==> src/rtl/gpr_pkg.sv <==
// Shared types and constants for the register-file write-back path.
// Latency: n/a (declarations only).
// Backpressure: n/a.
//
// Contents: register/data widths, the hard-wired zero register index,
// and the {rd, data} write request carried through the write-back FIFO.
package gpr_pkg;

  localparam int REG_W  = 5;
  localparam int DATA_W = 32;

  localparam logic [REG_W-1:0] REG_ZERO = 5'd0;

  typedef struct packed {
    logic [REG_W-1:0]  rd;
    logic [DATA_W-1:0] data;
  } wb_req_t;

endpackage

==> src/rtl/wb_fifo.sv <==
// Circular buffer of pending write-back requests with per-entry rd taps.
// Latency: head is combinational from state; push/pop take effect on the next posedge.
// Backpressure: caller must not push when count == DEPTH nor pop when count == 0.
//
// Ports:
//   Clk, Reset       clock, synchronous active-high reset (empties buffer)
//   push, push_req   write push_req at the tail
//   pop              retire the head entry
//   head             oldest entry (valid when count != 0)
//   count            number of stored entries (0..DEPTH)
//   ent_vld, ent_rd  per-slot occupancy and destination register, for hazard compare
module wb_fifo
  import gpr_pkg::*;
#(
  parameter int DEPTH = 4,
  parameter int CW    = $clog2(DEPTH) + 1
) (
  input  logic                        Clk,
  input  logic                        Reset,
  input  logic                        push,
  input  wb_req_t                     push_req,
  input  logic                        pop,
  output wb_req_t                     head,
  output logic [CW-1:0]               count,
  output logic [DEPTH-1:0]            ent_vld,
  output logic [DEPTH-1:0][REG_W-1:0] ent_rd
);

  localparam int AW = $clog2(DEPTH);

  wb_req_t          mem [DEPTH];
  logic [AW-1:0]    wr_ptr;
  logic [AW-1:0]    rd_ptr;
  logic [DEPTH-1:0] vld;

  // Control state: pointers wrap naturally since DEPTH is a power of two.
  always_ff @(posedge Clk) begin
    if (Reset) begin
      wr_ptr <= '0;
      rd_ptr <= '0;
      vld    <= '0;
      count  <= '0;
    end else begin
      if (push) begin
        vld[wr_ptr] <= 1'b1;
        wr_ptr      <= wr_ptr + AW'(1);
      end
      if (pop) begin
        vld[rd_ptr] <= 1'b0;
        rd_ptr      <= rd_ptr + AW'(1);
      end
      // Push and pop never hit the same slot: that needs full (no push) or empty (no pop).
      case ({push, pop})
        2'b10:   count <= count + CW'(1);
        2'b01:   count <= count - CW'(1);
        default: count <= count;
      endcase
    end
  end

  // Payload storage needs no reset; occupancy is tracked by vld.
  always_ff @(posedge Clk) begin
    if (push) mem[wr_ptr] <= push_req;
  end

  assign head    = mem[rd_ptr];
  assign ent_vld = vld;

  for (genvar i = 0; i < DEPTH; i++) begin : g_tap
    assign ent_rd[i] = mem[i].rd;
  end

endmodule

==> src/rtl/gpr_wb_arbiter.sv <==
// Merges single-cycle (A) and mul/div (B) results onto the one register-file write port.
// Latency: 1 cycle from selection to RD/WData/RegWrite; B may wait in the FIFO behind A traffic.
// Backpressure: A is always accepted; B sees BReady=0 only when the FIFO is full.
//
// Ports:
//   Clk, Reset                 clock, synchronous active-high reset
//   AValid, ARD, AData         source A request (priority, never stalled)
//   BValid, BReady, BRD, BData source B valid/ready request
//   RS1, RS2, Hazard1, Hazard2 read-address hazard query against pending B entries
//   RD, RegWrite, WData        registered register-file write port
//   Pending                    FIFO occupancy
module gpr_wb_arbiter
  import gpr_pkg::*;
#(
  parameter int DEPTH = 4,
  parameter int CW    = $clog2(DEPTH) + 1
) (
  input  logic              Clk,
  input  logic              Reset,
  input  logic              AValid,
  input  logic [REG_W-1:0]  ARD,
  input  logic [DATA_W-1:0] AData,
  input  logic              BValid,
  output logic              BReady,
  input  logic [REG_W-1:0]  BRD,
  input  logic [DATA_W-1:0] BData,
  input  logic [REG_W-1:0]  RS1,
  input  logic [REG_W-1:0]  RS2,
  output logic              Hazard1,
  output logic              Hazard2,
  output logic [REG_W-1:0]  RD,
  output logic              RegWrite,
  output logic [DATA_W-1:0] WData,
  output logic [CW-1:0]     Pending
);

  localparam logic [CW-1:0] FULL = CW'(DEPTH);

  wb_req_t                     push_req;
  wb_req_t                     head;
  logic                        push;
  logic                        pop;
  logic                        a_issue;
  logic [DEPTH-1:0]            ent_vld;
  logic [DEPTH-1:0][REG_W-1:0] ent_rd;
  logic                        hit1;
  logic                        hit2;

  // BReady depends on occupancy only, so a pop while full frees space one cycle later.
  assign BReady   = (Pending != FULL);
  // A write to $0 is a no-op, so it neither wins arbitration nor occupies a FIFO slot.
  assign a_issue  = AValid && (ARD != REG_ZERO);
  assign push     = BValid && BReady && (BRD != REG_ZERO);
  assign pop      = !a_issue && (Pending != '0);
  assign push_req = {BRD, BData};

  wb_fifo #(
    .DEPTH (DEPTH),
    .CW    (CW)
  ) u_fifo (
    .Clk      (Clk),
    .Reset    (Reset),
    .push     (push),
    .push_req (push_req),
    .pop      (pop),
    .head     (head),
    .count    (Pending),
    .ent_vld  (ent_vld),
    .ent_rd   (ent_rd)
  );

  // Hazard covers FIFO contents only; the registered write in flight is
  // visible to readers through the register file's write-through.
  always_comb begin
    hit1 = 1'b0;
    hit2 = 1'b0;
    for (int i = 0; i < DEPTH; i++) begin
      if (ent_vld[i] && (ent_rd[i] == RS1)) hit1 = 1'b1;
      if (ent_vld[i] && (ent_rd[i] == RS2)) hit2 = 1'b1;
    end
  end

  assign Hazard1 = hit1 && (RS1 != REG_ZERO);
  assign Hazard2 = hit2 && (RS2 != REG_ZERO);

  always_ff @(posedge Clk) begin
    if (Reset) begin
      RegWrite <= 1'b0;
      RD       <= '0;
      WData    <= '0;
    end else if (a_issue) begin
      RegWrite <= 1'b1;
      RD       <= ARD;
      WData    <= AData;
    end else if (pop) begin
      RegWrite <= 1'b1;
      RD       <= head.rd;
      WData    <= head.data;
    end else begin
      RegWrite <= 1'b0;
    end
  end

endmodule

==> config.mk <==
export PLATFORM = sky130hd
export DESIGN_NAME = gpr_wb_arbiter
export DESIGN_NICKNAME = d
export VERILOG_FILES = /design/src/rtl/gpr_pkg.sv /design/src/rtl/wb_fifo.sv /design/src/rtl/gpr_wb_arbiter.sv
export SDC_FILE = /design/constraint.sdc
export NUM_CORES = 1
export LEC_CHECK = 0
export ABC_CLOCK_PERIOD_IN_PS = 3400
export CAP_MARGIN = 40
export CORE_MARGIN = 10
export CORE_UTILIZATION = 53
export CTS_CLUSTER_SIZE = 30
export DETAILED_ROUTE_END_ITERATION = 16
export PLACE_DENSITY = 0.79
export SLEW_MARGIN = 20
export SYNTH_ARGS = -nofsm -noshare
export SYNTH_HDL_FRONTEND = slang
export SYNTH_SLANG_ARGS = --single-unit
export TNS_END_PERCENT = 20
==> constraint.sdc <==
create_clock -name Clk -period 3.4 [get_ports Clk]
set_input_delay 0.34 -clock Clk [delete_from_list [all_inputs] [get_ports Clk]]
set_output_delay 0.34 -clock Clk [all_outputs]
set_load 0.02 [all_outputs]
# Word level (Yosys, flattened, before mapping)
# Memory sizes are Yosys's and may differ from the RTL's. A register that Yosys moved wholly into a read port is not among the register bits.
# Cells that the tools add are included.
[totals] regBits=49 mem_bits_rw=148 inputBits=88 out_inout_bits=44 word_cells=80 mem_count=1
[classes] add_sub_neg=4 order_cmp=4 n_eq_ne=11 n_mux=26 bitwise=3 reduce_logical=24
[memory_table] name="u_fifo.mem" words=4 width=37 rd=5 rd_clocked_by_memory_dff=1 write_ports=1 line="wb_fifo.sv:31" rtl="wb_req_t mem [DEPTH];"
[op_table] operator="2-to-1 mux 32 bit" count=2
[op_table] operator="equality test 5 bit" count=8
[op_table] operator="nonzero test 5 bit" count=4
[op_table] operator="logical AND 1 bit" count=16
[op_table] operator="2-to-1 mux 1 bit" count=14
[op_table] operator="2-to-1 mux 4 bit" count=3
[op_table] operator="2-to-1 mux 5 bit" count=2
[op_table] operator="less-than comparator 2 x 3 -> 1 bit, second input constant" count=2
[op_table] operator="one-hot mux 3 bit (2 select lines)" count=1
[op_table] operator="adder 2 x 1 -> 2 bit, second input constant" count=2
[op_table] operator="bitwise AND 4 bit" count=1
[op_table] operator="demux 1 bit (select 2 bit)" count=2
[op_table] operator=">= comparator 2 x 1 -> 1 bit, second input constant" count=2
[op_table] operator="2-to-1 mux 2 bit" count=2
[op_table] operator="inverter 4 bit" count=1
[op_table] operator="bitwise OR 4 bit" count=1
[op_table] operator="nonzero test 2 bit" count=2
[op_table] operator="adder 3 x 1 -> 3 bit, second input constant" count=1
[op_table] operator="inequality test 3 bit, second input constant" count=1
[op_table] operator="nonzero test 3 bit" count=1
[op_table] operator="subtractor 3 x 1 -> 3 bit, second input constant" count=1
[op_table] operator="equality test 2 x 1 -> 1 bit, second input constant" count=1
[op_table] operator="equality test 2 bit, second input constant" count=1
[op_table] operator="zero test 1 bit" count=1

# Logic depth before layout (Yosys ltp)
# Gate-level depths: netlist of the first run.
[depth] word_depth=9 ltp_mapped=11 ltp_nobuf=10

# By module
# A second synthesis of the first run with hierarchy kept.
[hier_totals] cells_unflattened=521 area_unflattened_um2=8541.9
[modules_own_cells] module="wb_fifo" instances=1 cells_each=272 area_per_inst_um2=6147.1 seq_area_each_um2=4704.5
[modules_own_cells] module="gpr_wb_arbiter" instances=1 cells_each=249 area_per_inst_um2=2394.8 seq_area_each_um2=760.7

# Worst setup path before layout of the first run
# Ideal clock, no wire load.
[synth_timing] path_kind="register to register" startpoint="register u_fifo.count[0]" endpoint="memory u_fifo.mem[0][0] (netlist name), enable pin" setup_time_ps=398 t_arrival_ps=2293 required_time_ps=3002 setup_slack_ps=709 stages_incl_launch_ff=6 path_buffers=1 period_less_slack_ps=2691 path_cell_list="dfxtp_1 -> inv_1 -> nand3_1 -> o211a_1 -> clkbuf_1 -> and2_1"
[synth_via] elab_chain_len=5
[synth_rtl] item="start, declared" line="wb_fifo.sv:24" rtl="output logic [CW-1:0] count,"
[synth_rtl] item="start signal, assigned" line="wb_fifo.sv:54" rtl="2'b10: count <= count + CW'(1);"
[synth_rtl] item="start signal, assigned" line="wb_fifo.sv:55" rtl="2'b01: count <= count - CW'(1);"
[synth_rtl] item="start signal, assigned" line="wb_fifo.sv:56" rtl="default: count <= count;"
[synth_rtl] item="inequality test 3 bit" line="gpr_wb_arbiter.sv:50" rtl="assign BReady = (Pending != FULL);"
[synth_rtl] item="named net BReady" line="gpr_wb_arbiter.sv:24" rtl="output logic BReady,"
[synth_rtl] item="logical AND 1 bit (2 in series)" line="gpr_wb_arbiter.sv:53" rtl="assign push = BValid && BReady && (BRD != REG_ZERO);"
[synth_rtl] item="2-to-1 mux 1 bit" line="wb_fifo.sv:63" rtl="if (push) mem[wr_ptr] <= push_req;"
[synth_rtl] item="2-to-1 mux 1 bit (not written as such)" line="wb_fifo.sv:63"
[synth_rtl] item="end, declared" line="wb_fifo.sv:31"
# The timed path passes the listed nets, and every way through them passes these cells.

# Final worst setup path of the first run
[layout_timing] startpoint="input port RS2[2]" endpoint="output port Hazard2"
[layout_via] elab_chain_len=7 word_cells_on_any_way=14 cone_classes="eq/ne (4); mux (4); reduce/logical (6)"
[layout_rtl] item="start, declared" line="gpr_wb_arbiter.sv:28" rtl="input logic [REG_W-1:0] RS2,"
[layout_rtl] item="equality test 5 bit" line="gpr_wb_arbiter.sv:79" rtl="if (ent_vld[i] && (ent_rd[i] == RS2)) hit2 = 1'b1;"
[layout_rtl] item="logical AND 1 bit" line="gpr_wb_arbiter.sv:79"
[layout_rtl] item="2-to-1 mux 1 bit (4 in series)" line="gpr_wb_arbiter.sv:79"
[layout_rtl] item="logical AND 1 bit *" line="gpr_wb_arbiter.sv:84" rtl="assign Hazard2 = hit2 && (RS2 != REG_ZERO);"
[layout_rtl] item="end, declared" line="gpr_wb_arbiter.sv:30" rtl="output logic Hazard2,"
# Every way passes the cells marked *; elsewhere a longest branch is shown, timed or not.

==> run metrics, run 1 <==
status finished, final reports clean; IO Count 132; die area 20800 um^2; GPL Wtd Cong 0.966; Port Buffers 131; area share of the largest cell type after synthesis 0.544; peak supply drop 0.359 mV; R2R cell count 10; most common cell after layout, fill and taps aside edfxtp_1; CP Launch Type input port; final period utilization 0.857; CTS tree yes; vias per inst 5.83; hold path start Reset; FF+latch area 5470 um^2; area occupied by multi-input gates 2490 um^2; H-tree depth 4; post-synthesis cell type count 35; CP cell instances clkdlybuf4s50_1, xor2_1, nor4_1, nand3_1, nand4_1, o21a_1, clkdlybuf4s50_1; Root Driver clkbuf_16; worst setup margin 0.487 ns; Hold EP WData[10]$_SDFFE_PP0P_; CP max FO 5; Worst Path Required 3.06 ns; Setup-failing EPs final 0; synthesized instance count 543; Fin. Hold Viols 0; area leader, netlist edfxtp_1; syn_nets 641; Routed WL 19100 um; count of filler cells inserted in the layout 1020; crit path time final 2.91 ns; CORE AREA 15100 um^2; Hold Buf Count CTS 0; wire length per cell 22.1 um; Num CTS Buffers 17; Initial Util 0.539; total track usage 0.191; DRT antenna net count 0; Slew Viols, Final 0; initial antenna violation count 0; Worst R2R Start u_fifo.count[0]$_SDFFE_PP0P_; most frequent cells in the layout edfxtp_1 (148), clkdlybuf4s50_1 (130), nand2_1 (72); reg2reg end u_fifo.count[2]$_SDFFE_PP0P_; Clock Tree Buf Depth 2; Post-layout nets 764; final std cells w/o fill 867; CTS clk-pin slew, worst paths 0.07 ns; max frequency 343 MHz; Layout Skew 0.00718 ns; CP endpoint kind output pin; synthesized area per cell 15.0 um^2; layout cells sized above 1 0.128; Remaining DRCs 0; dpl ws 0.277 ns; CTS sink cnt 199; leak pwr 0.00343 uW; Worst path max stage delay 0.60 ns; Worst-Skew Late Latency 0.43 ns; largest cells by area after synthesis edfxtp_1 (54%), dfxtp_1 (13%), mux4_2 (10%); Ys Warns 0; vias in the first global route 5290; Diodes inserted 0; most used cell, CP clkdlybuf4s50_1; Core Rows 45; overall power 7040 uW; WS Path Type in -> out; worst hold path class in -> reg; synthesized flop and latch total 199; Die X 144 um; largest net degree at the start of global routing 39; mapped cell area 8160 um^2; HPWL Detailed 13400 um; worst endpoint data arrival time 2.57 ns; first-pass GRT wire length 29800 um; Placed Cells 835; worst-margin pin slew 0.778 ns; Syn-to-layout area delta 25.6%; Reg2Reg Setup Slack 1.02 ns; unrepaired setup endpoints after global routing false; Max stage delay cell, worst path clkdlybuf4s50_1; register area share after synthesis 0.669; DR iter-0 viols 424; Hold Path Cell Cnt 2; total grt overflow 0; DRT Pass-1 Iters 5; Setup Buffers After CTS 0; CTS-repair resized insts 0; Die Y 144 um; total negative slack 0 ns; Max-Cap Viols 0; DR vias 5057; Cell Pwr Density 686 nW/um^2; Slew headroom 0.481
registers in the layout (all words and copies together), names as in the netlist, named ones only:
register        flops
u_fifo.rd_ptr       2
u_fifo.mem        148
u_fifo.count        3
RD                  5
u_fifo.ent_vld      4
u_fifo.wr_ptr       2
WData              32
RegWrite            1
routing by layer:
layer / global-route usage / share of wire / up-vias
li1: - / - / 2296
met1: 0.232 / 0.40 / 2548
met2: 0.327 / 0.52 / 184
met3: 0.0394 / 0.058 / 29
met4: 0.0779 / 0.022 / 0
met5: 0 / 0 / -
synthesized netlist by cell type:
master,number
nand2_1,72
buf_4,3
xnor2_1,10
a311oi_1,35
and2_1,4
nor2b_1,1
xor2_1,34
a211oi_1,4
inv_1,8
nor2_1,43
mux2i_1,3
fa_1,1
o31ai_1,2
edfxtp_1,148
nand4_1,2
buf_6,4
or2_1,1
or3_1,2
dfxtp_1,51
o21ai_0,1
buf_2,5
o41ai_4,1
o21a_1,2
clkbuf_1,24
nor3_2,1
o211a_1,1
a21oi_1,9
or4_1,3
nand3_1,9
nor4_1,8
mux4_2,37
nor2_2,1
buf_1,3
ha_1,9
o41a_1,1
where the power goes:
group	total, uW	leakage, uW	switching [uW]	internal, uW
Sequential	3180	0.00178	232	2950
Combinational	2000	0.00138	1060	937
Clock	1850	0.000262	847	1010
Total	7040	0.00343	2140	4900
through the flow:
step	instance area, um^2	utilization	hold slack, ns
global route	10300	0.677	0.380
floorplan	8160	-	0.439
detailed placement	9710	0.641	0.473
CTS	10300	0.677	0.342
global placement	9570	0.632	0.470
finish	10300	0.677	0.378
logic make-up (layout without fill, tap and decap cells):
logic type / Yosys count / in the layout / share of synthesized area
and+or+nand+nor: 147 / 147 / 0.0769
DFF: 199 / 199 / 0.669
adders and majority gates: 10 / 10 / 0.0162
AOI/OAI and AO/OA: 56 / 56 / 0.0570
xor gates and xnor gates: 44 / 44 / 0.0472
buffers and inverters: 47 / 183 / 0.0274
muxes: 40 / 40 / 0.106
critical path: cells and delay by family:
kind / cells / cell delay, ns
buffers and inverters: 2 / 1.15
and+or+nand+nor: 3 / 0.75
xor gates and xnor gates: 1 / 0.21
AOI/OAI and AO/OA: 1 / 0.12
area by class of cell:
type / count / share of cell area
multi-input combinational: 297 / 0.242
sequential: 199 / 0.533
inverter: 8 / 0.00293
tap: 188 / 0.0229
clock inverter: 12 / 0.0101
timing repair buffer: 143 / 0.146
clock buffer: 20 / 0.0426
worst max-delay path by stage:
stage,from,endpoint,slack [ns]
floorplan,u_fifo.count[0]$_SDFFE_PP0P_,u_fifo.mem[0][0]$_DFFE_PP_,0.71
global placement,BRD[0],u_fifo.count[2]$_SDFFE_PP0P_,0.34
detailed placement,BRD[0],u_fifo.count[2]$_SDFFE_PP0P_,0.28
CTS,RS2[3],Hazard2,0.53
global route,u_fifo.mem[0][33]$_DFFE_PP_,Hazard1,0.45
finish,RS2[2],Hazard2,0.49
Note: power is estimated with default switching activity, not from simulation.
==> run 2: changes to the inputs <==
ABC_CLOCK_PERIOD_IN_PS = 2800   (was 3400)
clock period = 2.8 ns   (was 3.4 ns; I/O delays follow)
==> run 2 against run 1 <==
Critical path depth fell by 1. Non-clock buffer count rose by 16. Hold slack worse by 0.047 ns. Total power rose by 23%. Core utilization is 0.91 points higher. Global-route usage grew 0.50 points. Largest cell class unchanged. Largest power group unchanged.
==> run metrics, run 2 (synthesis results as in run 1) <==
unrepaired setup endpoints after global routing false (unchanged); leak pwr 0.00351 uW (was 0.00343 uW); max frequency 375 MHz; CTS clk-pin slew, worst paths 0.07 ns (about the same); status finished, final reports clean (unchanged); Initial Util 0.539 (unchanged); worst setup margin 0.130 ns (was 0.487 ns); Post-DP Area 9820 um^2 (was 9710 um^2); Die X 144 um (unchanged); CP max FO 3 (was 5); initial antenna violation count 0 (unchanged); Max stage delay cell, worst path clkdlybuf4s50_1 (unchanged); max layer used met4 (unchanged); Worst-Skew Late Latency 0.43 ns (about the same); worst hold path class in -> reg (unchanged); vias in the first global route 5447 (was 5290); DR iter-0 viols 451 (was 424); Layout Skew 0.00734 ns (was 0.00718 ns); CTS sink cnt 199 (unchanged); Worst Path Required 2.52 ns (was 3.06 ns); Setup-failing EPs final 0 (unchanged); peak supply drop 0.519 mV (was 0.359 mV); DRT antenna net count 0 (unchanged); final period utilization 0.953; Post-layout nets 780 (was 764); worst-margin pin slew 0.562 ns (was 0.778 ns); Slew headroom 0.625 (was 0.481); Port Buffers 131 (unchanged); H-tree depth 4 (unchanged); Remaining DRCs 0 (unchanged); max FFs per register 148 (unchanged); DR WL met2 10400 um (was 9960 um); Max-Cap Viols 0 (unchanged); total grt overflow 0 (unchanged); DR vias 5110 (was 5057); CP endpoint kind output pin (unchanged); final instance area 10400 um^2 (was 10300 um^2); Critical path origin u_fifo.mem[1][35]$_DFFE_PP_ (was RS2[2]); CP Launch Type flop (was input port); Syn-to-layout area delta 27.3% (was 25.6%); Clock Tree Buf Depth 2 (unchanged); WS Path Type reg -> out (was in -> out); Worst R2R Start u_fifo.count[0]$_SDFFE_PP0P_ (unchanged); FF+latch area 5470 um^2 (unchanged); Largest regs u_fifo.mem x148, WData x32, RD x5 (unchanged); final std cells w/o fill 883 (was 867); die area 20800 um^2 (unchanged); area occupied by multi-input gates 2500 um^2 (was 2490 um^2); Fin. Hold Viols 0 (unchanged); IO Count 132 (unchanged); Most flops, register u_fifo.mem (unchanged); first-pass GRT wire length 30900 um (was 29800 um); dpl ws -0.167 ns (was 0.277 ns); total track usage 0.196 (was 0.191); worst endpoint data arrival time 2.39 ns (was 2.57 ns); Routed WL 19700 um (was 19100 um); hold path start Reset (unchanged); DRT Pass-1 Iters 5 (unchanged); Slew Viols, Final 0 (unchanged); CORE AREA 15100 um^2 (unchanged); total negative slack 0 ns (unchanged); vias per inst 5.79 (was 5.83); Num CTS Buffers 17 (unchanged); Cell Pwr Density 831 nW/um^2 (was 686 nW/um^2); CP cell instances xor2_1, nor4_2, nand3_1, nand4_1, o21a_1, clkdlybuf4s50_1 (was clkdlybuf4s50_1, xor2_1, nor4_1, nand3_1, nand4_1, o21a_1, clkdlybuf4s50_1); count of filler cells inserted in the layout 986 (was 1020); crit path time final 2.67 ns; met3 wire len 1210 um (was 1110 um); Placed Cells 851 (was 835); wire length per cell 22.3 um (was 22.1 um); Core Rows 45 (unchanged); Die Y 144 um (unchanged); Diodes inserted 0 (unchanged); Setup Buffers After CTS 0 (unchanged); overall power 8640 uW (was 7040 uW); most frequent cells in the layout edfxtp_1 (148), clkdlybuf4s50_1 (130), nand2_1 (72) (unchanged); HPWL Detailed 13800 um (was 13400 um); Root Driver clkbuf_16 (unchanged); largest net degree at the start of global routing 37 (was 39); most common cell after layout, fill and taps aside edfxtp_1 (unchanged); GPL Wtd Cong 0.887 (was 0.966); Worst path max stage delay 0.61 ns (was 0.60 ns); Post-Route M1 WL 7780 um (was 7620 um); CTS tree yes (unchanged); layout cells sized above 1 0.155 (was 0.128)
## run 2: cell count changes in the layout (fill, tap and decap cells not counted), sizes merged
cell,before,now
clkbuf,20,18
bufinv,1,0
clkinvlp,2,0
buf,13,29
clkinv,7,8
inv,10,14
## run 2: repair_timing
item	4_1_cts	5_1_grt
hold buffers	0	0
endpoints found under the setup margin	0	1
hold endpoints to repair	0	0
resized for setup	0	2
## run 2: per-layer routing
| layer | up-vias | GRT usage |
|---|---|---|
| met5 | - | 0 |
| met4 | 0 | 0.0629 |
| met3 | 24 | 0.0485 |
| met2 | 175 | 0.337 |
| met1 | 2580 | 0.238 |
| li1 | 2331 | - |
## run 2: where the power goes
group / switching [uW] / total (uW) / internal, uW / leakage [uW]
Combinational: 1370 / 2540 / 1170 / 0.00146
Sequential: 218 / 3800 / 3580 / 0.00178
Clock: 1110 / 2300 / 1190 / 0.000278
Total: 2700 / 8640 / 5930 / 0.00351
## run 2: through the flow
stage	hold WS (ns)	utilization
final	0.330	0.686
after global routing	0.340	0.686
after CTS	0.310	0.685
after detailed placement	0.476	0.649
after global placement	0.470	0.649
after floorplan	0.379	-
## run 2: cell type report
class,instances,area share
well taps,188,0.0226
flip-flops and latches,199,0.526
multi-input cells,297,0.240
inverters,8,0.00289
clock inverters,14,0.0112
repair buffers,159,0.154
clock buffers,18,0.0423
## run 2: worst paths after layout
kind	end	slack (ns)	depth (start not counted)
setup / recovery	Hazard2	0.13	6
hold / removal	u_fifo.count[1]$_SDFFE_PP0P_	0.33	2
setup reg to reg	u_fifo.count[2]$_SDFFE_PP0P_	0.54	10
hold reg to reg	WData[8]$_SDFFE_PP0P_	0.49	2
## run 2: critical path: cells and delay by family, from the launching register on
kind                   cells  cell delay [ns]
buffers and inverters      1             0.61
flip-flops                 1             0.45
XOR/XNOR                   1             0.21
AND/OR/NAND/NOR            3             0.57
AO/OA/AOI/OAI              1             0.12
==> run 3: changes to the inputs <==
PLACE_DENSITY = unset   (was 0.79)
PLACE_DENSITY_LB_ADDON = 0.25   (was unset)
==> run 3 against run 2 <==
Die area did not move. Largest power group unchanged. Sequential power is 1% higher. Sequential share of layout area increased by 0.20 points. First-iteration DRC count fell by 21%. Register-to-register slack improved by 0.06 ns. Critical endpoint is now Hazard1. Clock power rose by 2%. Final area fell by 0.37%. Flip-flop and latch count stayed put. Clock-buffer cell count grew 6. Highest routed layer unchanged.
==> run metrics, run 3 (synthesis results as in run 1) <==
CP Launch Type flop (unchanged); total grt overflow 0 (unchanged); Cell Pwr Density 842 nW/um^2 (was 831 nW/um^2); IO Count 132 (unchanged); Port Buffers 131 (unchanged); DR iter-0 viols 358 (was 451); kind of cell adding the most delay to the critical path buffers and inverters (unchanged); max frequency 376 MHz (was 375 MHz); Remaining DRCs 0 (unchanged); Routed WL 19300 um (was 19700 um); Power Internal 6120 uW (was 5930 uW); CTS tree yes (unchanged); total track usage 0.191 (was 0.196); Core Rows 45 (unchanged); crit path time final 2.66 ns (was 2.67 ns); unrepaired setup endpoints after global routing false (unchanged); wire length per cell 22.0 um (was 22.3 um); Slew Viols, Final 0 (unchanged); Syn-to-layout area delta 26.8% (was 27.3%); Slew headroom 0.463 (was 0.625); most frequent cells in the layout edfxtp_1 (148), clkdlybuf4s50_1 (130), nand2_1 (72) (unchanged); layout cells sized above 1 0.142 (was 0.155); vias per inst 5.71 (was 5.79); DRT antenna net count 0 (unchanged); total negative slack 0 ns (unchanged); Largest regs u_fifo.mem x148, WData x32, RD x5 (unchanged); final period utilization 0.949 (was 0.953); Clock Tree Buf Depth 2 (unchanged); Diodes inserted 0 (unchanged); Layout Skew 0.0126 ns (was 0.00734 ns); CTS clk-pin slew, worst paths 0.07 ns (about the same); sequential share of power 0.441 (was 0.440); CP max FO 3 (unchanged); DR vias 5028 (was 5110); largest net degree at the start of global routing 42 (was 37); H-tree depth 4 (unchanged); Max-Cap Viols 0 (unchanged); leak pwr 0.00348 uW (was 0.00351 uW); worst hold path class in -> reg (unchanged); die area 20800 um^2 (unchanged); Hold Buf Count CTS 0 (unchanged); Die Y 144 um (unchanged); first-pass GRT wire length 29900 um (was 30900 um); worst endpoint data arrival time 2.38 ns (was 2.39 ns); CP bufs+invs 1 (unchanged); GPL Wtd Cong 0.887 (about the same); Initial Util 0.539 (unchanged); DRT Pass-1 Iters 5 (unchanged); status finished, final reports clean (unchanged); HPWL Detailed 13200 um (was 13800 um); Setup-failing EPs final 0 (unchanged); Post-layout nets 777 (was 780); CORE AREA 15100 um^2 (unchanged); Fin. Hold Viols 0 (unchanged); peak supply drop 0.535 mV (was 0.519 mV); CTS sink cnt 199 (unchanged); max FFs per register 148 (unchanged); WS Path Type reg -> out (unchanged); CP endpoint kind output pin (unchanged); Num CTS Buffers 17 (unchanged); CP cell instances xor2_1, nor4_1, nand3_1, nand4_1, o21a_1, clkdlybuf4s50_1 (was xor2_1, nor4_2, nand3_1, nand4_1, o21a_1, clkdlybuf4s50_1); Net Sw Power 2590 uW (was 2700 uW); Most flops, register u_fifo.mem (unchanged); Worst-Skew Late Latency 0.43 ns (about the same); combinational power share 0.290 (was 0.294); CTS-repair resized insts 0 (unchanged); most common cell after layout, fill and taps aside edfxtp_1 (unchanged); sw frac 0.298 (was 0.313); Max stage delay cell, worst path clkdlybuf4s50_1 (unchanged); clock power share 0.269 (was 0.266); Setup Buffers After CTS 0 (unchanged); worst-margin pin slew 0.806 ns (was 0.562 ns); Root Driver clkbuf_16 (unchanged); Worst Path Required 2.52 ns (about the same); post-layout util 0.684 (was 0.686); vias in the first global route 5366 (was 5447); Worst path max stage delay 0.60 ns (was 0.61 ns); initial antenna violation count 0 (unchanged); Die X 144 um (unchanged)
## run 3: final timing paths
check,start,depth (start not counted),endpoint,slack (ns)
min,Reset,2,u_fifo.count[1]$_SDFFE_PP0P_,0.41
min reg2reg,WData[13]$_SDFFE_PP0P_,2,WData[13]$_SDFFE_PP0P_,0.48
max reg2reg,u_fifo.count[1]$_SDFFE_PP0P_,10,u_fifo.count[2]$_SDFFE_PP0P_,0.60
max,u_fifo.mem[2][34]$_DFFE_PP_,6,Hazard1,0.14
## run 3: routing by layer
layer | vias up | track usage | wire length (um)
li1 | 2326 | - | -
met1 | 2553 | 0.233 | 8120
met2 | 130 | 0.332 | 10100
met3 | 19 | 0.0384 | 797
met4 | 0 | 0.0639 | 263
met5 | - | 0 | 0
## run 3: power by group through the flow
stage | sequential, uW | clock (uW) | combinational, uW
3_5_place_dp | 3910 | 0 | 2550
6_report | 3840 | 2340 | 2530
2_1_floorplan | 3950 | 0 | 1440
5_1_grt | 3890 | 2500 | 2730
4_1_cts | 3850 | 2380 | 2570
3_3_place_gp | 3880 | 0 | 2500
## run 3: through the flow
| step | hold WS [ns] | setup WS (ns) | cells | instance area (um^2) | total power [uW] |
|---|---|---|---|---|---|
| 6_report | 0.410 | 0.142 | 880 | 10400 | 8720 |
| 5_1_grt | 0.441 | 0.0189 | 880 | 10400 | 9110 |
| 4_1_cts | 0.394 | 0.0932 | 880 | 10300 | 8800 |
| 3_5_place_dp | 0.469 | -0.0458 | 848 | 9780 | 6460 |
| 3_3_place_gp | 0.470 | 0.0229 | 848 | 9780 | 6380 |
| 2_1_floorplan | 0.379 | 0.109 | 543 | 8160 | 5400 |
## run 3: cell type report
cell class	count	area, um^2
inverters	8	30.0
repair buffers	156	1560
multi-input cells	297	2490
well taps	188	235
fillers	1057	4790
flip-flops and latches	199	5470
clock inverters	8	98.8
clock buffers	24	472
